$ cat config.mk
export PLATFORM = sky130hd
export DESIGN_NAME = rice_core_register_file
export DESIGN_NICKNAME = d
export VERILOG_FILES = /design/src/rtl/rice_core_register_file.sv
export SDC_FILE = /design/constraint.sdc
export NUM_CORES = 2
export LEC_CHECK = 0
export ABC_AREA = 0
export BUFFER_PORTS_ARGS = -buffer_cell sky130_fd_sc_hd__buf_2
export CELL_PAD_IN_SITES_DETAIL_PLACEMENT = 1
export CELL_PAD_IN_SITES_GLOBAL_PLACEMENT = 1
export CORE_MARGIN = 2
export CORE_UTILIZATION = 27
export CTS_CLUSTER_SIZE = 14
export DETAILED_ROUTE_END_ITERATION = 12
export PLACE_DENSITY_LB_ADDON = 0.1
export SLEW_MARGIN = 20
export SYNTH_ARGS = -nofsm -noshare
export SYNTH_HDL_FRONTEND = slang
export SYNTH_SLANG_ARGS = --single-unit
$ cat constraint.sdc
create_clock -name i_clk -period 3.85 [get_ports i_clk]
set_input_delay 0 -clock i_clk [delete_from_list [all_inputs] [get_ports i_clk]]
set_output_delay 0 -clock i_clk [all_outputs]
set_load 0.03 [all_outputs]
$ cat src/rtl/rice_core_register_file.sv
// Integer register file with busy-bit scoreboard; registered rs1/rs2 reads, separate writeback port.
// Optional same-cycle writeback forwarding enabled by defining RICE_CORE_REGISTER_FILE_BYPASS_EN.
module rice_core_register_file #(
  parameter int unsigned XLEN = 32
) (
  input  logic            i_clk,
  input  logic            i_rst_n,
  input  logic            i_read_valid,
  output logic            o_read_ready,
  input  logic [4:0]      i_rs1,
  input  logic [4:0]      i_rs2,
  input  logic [4:0]      i_rd,
  input  logic            i_rd_write,
  output logic            o_read_data_valid,
  output logic [XLEN-1:0] o_rs1_value,
  output logic [XLEN-1:0] o_rs2_value,
  input  logic            i_write_valid,
  input  logic [4:0]      i_write_rd,
  input  logic [XLEN-1:0] i_write_value,
  input  logic            i_flush
);

  // Entry 0 is never written, so it reads as zero without a special case.
  logic [XLEN-1:0] regs_q [32];
  logic [31:0]     busy_q, busy_d;
  logic            data_valid_q;
  logic [XLEN-1:0] rs1_value_q, rs2_value_q;

  logic            wr_en, rs1_fwd, rs2_fwd;
  logic            rs1_haz, rs2_haz, rd_haz;
  logic            accept;
  logic [XLEN-1:0] rs1_val, rs2_val;

  always_comb begin
    wr_en   = i_write_valid && (i_write_rd != 5'd0);
    rs1_fwd = wr_en && (i_write_rd == i_rs1);
    rs2_fwd = wr_en && (i_write_rd == i_rs2);
`ifdef RICE_CORE_REGISTER_FILE_BYPASS_EN
    rs1_haz = busy_q[i_rs1] && !rs1_fwd;
    rs2_haz = busy_q[i_rs2] && !rs2_fwd;
    rs1_val = rs1_fwd ? i_write_value : regs_q[i_rs1];
    rs2_val = rs2_fwd ? i_write_value : regs_q[i_rs2];
`else
    // A same-cycle write to a source costs one bubble since reads come only from the array.
    rs1_haz = busy_q[i_rs1] || rs1_fwd;
    rs2_haz = busy_q[i_rs2] || rs2_fwd;
    rs1_val = regs_q[i_rs1];
    rs2_val = regs_q[i_rs2];
`endif
    rd_haz       = i_rd_write && busy_q[i_rd] && !(wr_en && (i_write_rd == i_rd));
    o_read_ready = i_rst_n && !i_flush && !rs1_haz && !rs2_haz && !rd_haz;
    accept       = i_read_valid && o_read_ready;
  end

  always_comb begin
    busy_d = busy_q;
    if (wr_en) busy_d[i_write_rd] = 1'b0;
    if (i_flush) busy_d = '0;
    // Setting after clearing lets a new issue win over a same-edge writeback.
    if (accept && i_rd_write && (i_rd != 5'd0)) busy_d[i_rd] = 1'b1;
  end

  always_ff @(posedge i_clk) begin
    if (!i_rst_n) begin
      regs_q       <= '{default: '0};
      busy_q       <= '0;
      data_valid_q <= 1'b0;
      rs1_value_q  <= '0;
      rs2_value_q  <= '0;
    end else begin
      if (wr_en) regs_q[i_write_rd] <= i_write_value;
      busy_q       <= busy_d;
      data_valid_q <= accept;
      if (accept) begin
        rs1_value_q <= rs1_val;
        rs2_value_q <= rs2_val;
      end
    end
  end

  assign o_read_data_valid = data_valid_q;
  assign o_rs1_value       = rs1_value_q;
  assign o_rs2_value       = rs2_value_q;

endmodule

==> results.tsv <==
metric	value	unit
grt_pass1_wl	387.0	mm
clock-root-buffer	clkbuf_16	
endpoint_kind	flop	
synthArstFlopShare	0	
initial_core_util	0.2710	
period_needed	3.642	ns
ys_top_cells_by_count	nand2_1, dfxtp_1, a21boi_0	
coreArea	0.2167	mm2
clock_latency	0.81	ns
max-vdd-ir-drop	327.5	uV
post-route-period-util	0.9460	
grt_max_degree	209	
dp_hpwl	159.9	mm
synth_edf_count	0	
yosysTopAreaCell	dfxtp_1	
critical_path.top_delay_family	buffers and inverters	
clock-sinks	1121	
antenna_left	0	
leakage	22.36	nW
synth.yosys.warnings	0	
cpPeakStageDelay	1.08	ns
powerDensity	413.1	mW/mm2
finalSetupViolCount	0	
slew_headroom	0.2229	
grt_pass1_vias	50110	
die_w	470.4	um
syn-cell-area	0.05874	mm2
cp_slowest_cell	dlygate4sd3_1	
total_power	27.97	mW
cpMostUsedCell	dlygate4sd3_1	
worst-path-stages	12	
drv_cap	0	
synth_ff_type	dfxtp_1	
grt_usage	0.2420	
fill_cells	24290	
rsz0062_at_grt	false	
fin_nets	6165	
seqCellArea	0.02244	mm2
synthTopCellsByArea	dfxtp_1, mux4_2, nand2_1	
post-route-util	0.3124	
cts_tree	done	
path_buf_inv	5	
avgViaCountPerCell	5.324	
wl	271.7	mm
grt_antenna_before_repair	25	
whs_path_depth	4	
drive_gt1_frac	0.2027	
crit_type	in2reg	
finClkSkew	0.02349	ns
cts.reportedPaths.clkPinSlew	0.05	ns
area_growth_syn_to_layout	15.28	%
fp.dieH	470.4	um
synth.most_common_cell	nand2_1	
synth-seq-cells	1121	
fmax	274.6	MHz
ys_seq_area_frac	0.3820	
drtIter0Drc	3222	
rr_worst_depth	10	
dieArea	0.2213	mm2
path_cells	dlygate4sd3_1, buf_2, or3_1, o31ai_2, nor4_1, nand3_1, o311ai_2, nand3_4, buf_4, dlygate4sd3_1, o21ai_0, dlygate4sd3_1	
overflow	0	
cts_setup_buffers	0	
portBuffers	123	
synth_area_per_cell	9.428	um2
wire_per_inst	29.93	um
vias	48340	
cp-start-kind	input port	
crit_start	i_write_rd[2]	
r2r-start	busy_q[22]	
hp-start	i_rst_n	
htree_levels	4	
synth_cell_type_count	51	
crit_arrival	4.34	ns
tns	0	ns
required	4.54	ns
drc	0	
ios	124	
netlist_instances	6231	
placed_cell_area	0.06250	mm2
hold_class	in2reg	
synthesis.nets	6289	
placementRows	171	
finalInstanceArea	0.06772	mm2
worstMarginPinSlew	1.162	ns
status	finished clean	
cts_made_buffers	145	
synth_top_area_frac	0.3820	
fin_hold_ws	0.2322	ns
multi_input_area	0.03403	mm2
hold_viol_final	0	
maxSlewViolCount	0	
gp_congestion	0.8277	
crit_path_max_fanout	18	
drt-pass1-iter-count	5	
clockBufferDepth	3	
==> routing by layer <==
layer  global-route usage  wire length (um)
met5                    0                 0
met4              0.07174              7571
met3              0.03274             11170
met2               0.4021            128900
met1               0.3259            124000
==> path summary, 6_finish.rpt <==
check	endpoint	slack (ns)
worst max register to register	busy_q[7]	0.21
worst min register to register	o_rs1_value[25]	0.46
worst max-delay path	busy_q[7]	0.21
worst min-delay path	o_rs1_value[19]	0.23
==> cells by family (layout without fill, tap and decap cells) <==
logic type / Yosys count / count (layout) / synth area share
buffers and inverters: 635 / 621 / 0.04518
other: 0 / 8 / 0
xor gates and xnor gates: 15 / 15 / 0.002236
and+or+nand+nor: 2474 / 2474 / 0.1711
muxes: 743 / 743 / 0.2403
AOI/OAI and AO/OA: 1243 / 1243 / 0.1591
DFF: 1121 / 1121 / 0.3820
==> worst min-delay path: cells and delay by family <==
kind | cells | cell delay [ns]
multiplexers | 1 | 0.05
AND/OR/NAND/NOR | 1 | 0.12
buffers and inverters | 2 | 0.78
==> area by class of cell <==
type / count / area share
flip-flops and latches: 1121 / 0.3314
multi-input cells: 4475 / 0.5026
clock inverters: 31 / 0.004619
well taps: 2854 / 0.05273
diodes: 8 / 0.0002956
clock buffers: 226 / 0.06391
inverters: 6 / 0.0003326
repair buffers: 358 / 0.04416
==> sequential cells by signal, indices dropped and copies added, names as in the netlist <==
name,flops
busy_q,32
o_read_data_valid,1
o_rs1_value,32
o_rs2_value,32
regs_q,1024
==> layout by cell type, fill, tap and decap left out, types with 5 or more instances in the layout <==
cell type and count:
a211oi_1 129, a21boi_0 992, a22oi_1 6, and2_1 36
and3_1 5, buf_12 32, buf_2 115, buf_4 148
buf_8 7, clkbuf_1 46, clkbuf_16 149, clkbuf_8 31
clkinv_2 17, dfxtp_1 1121, diode_2 8, dlygate4sd3_1 55
inv_1 6, inv_6 6, mux2_2 129, mux2i_1 92
mux4_2 521, nand2_1 2067, nand2_2 28, nand2_4 7
nand3_1 42, nor2_1 22, nor2_4 31, nor2b_1 131
nor3_1 6, o21ai_0 9, o22ai_1 66, o31ai_1 11
o41ai_2 11, or2_2 6, or3_1 69, xor2_1 13
==> where the power goes <==
group	total, mW	switching (mW)	internal, mW
logic	2.54	1.73	0.811
clock network	13.6	5.72	7.92
registers	11.8	0.0919	11.7
total	28.0	7.54	20.4
==> what timing repair did <==
action                                  in CTS  in global routing
endpoints found under the setup margin       0                  1
hold buffers                                55                  0
gates resized for setup                      0                  1
endpoints found under the hold margin     1050                  0
==> metrics by stage <==
stage,std cells,worst slack [ns]
after floorplan,6231,1.904
after global placement,8759,0.6493
after detailed placement,8759,0.7818
after CTS,9071,0.2147
after global routing,9075,0.03176
final,9079,0.2080
Power figures use the tool's default switching activity.
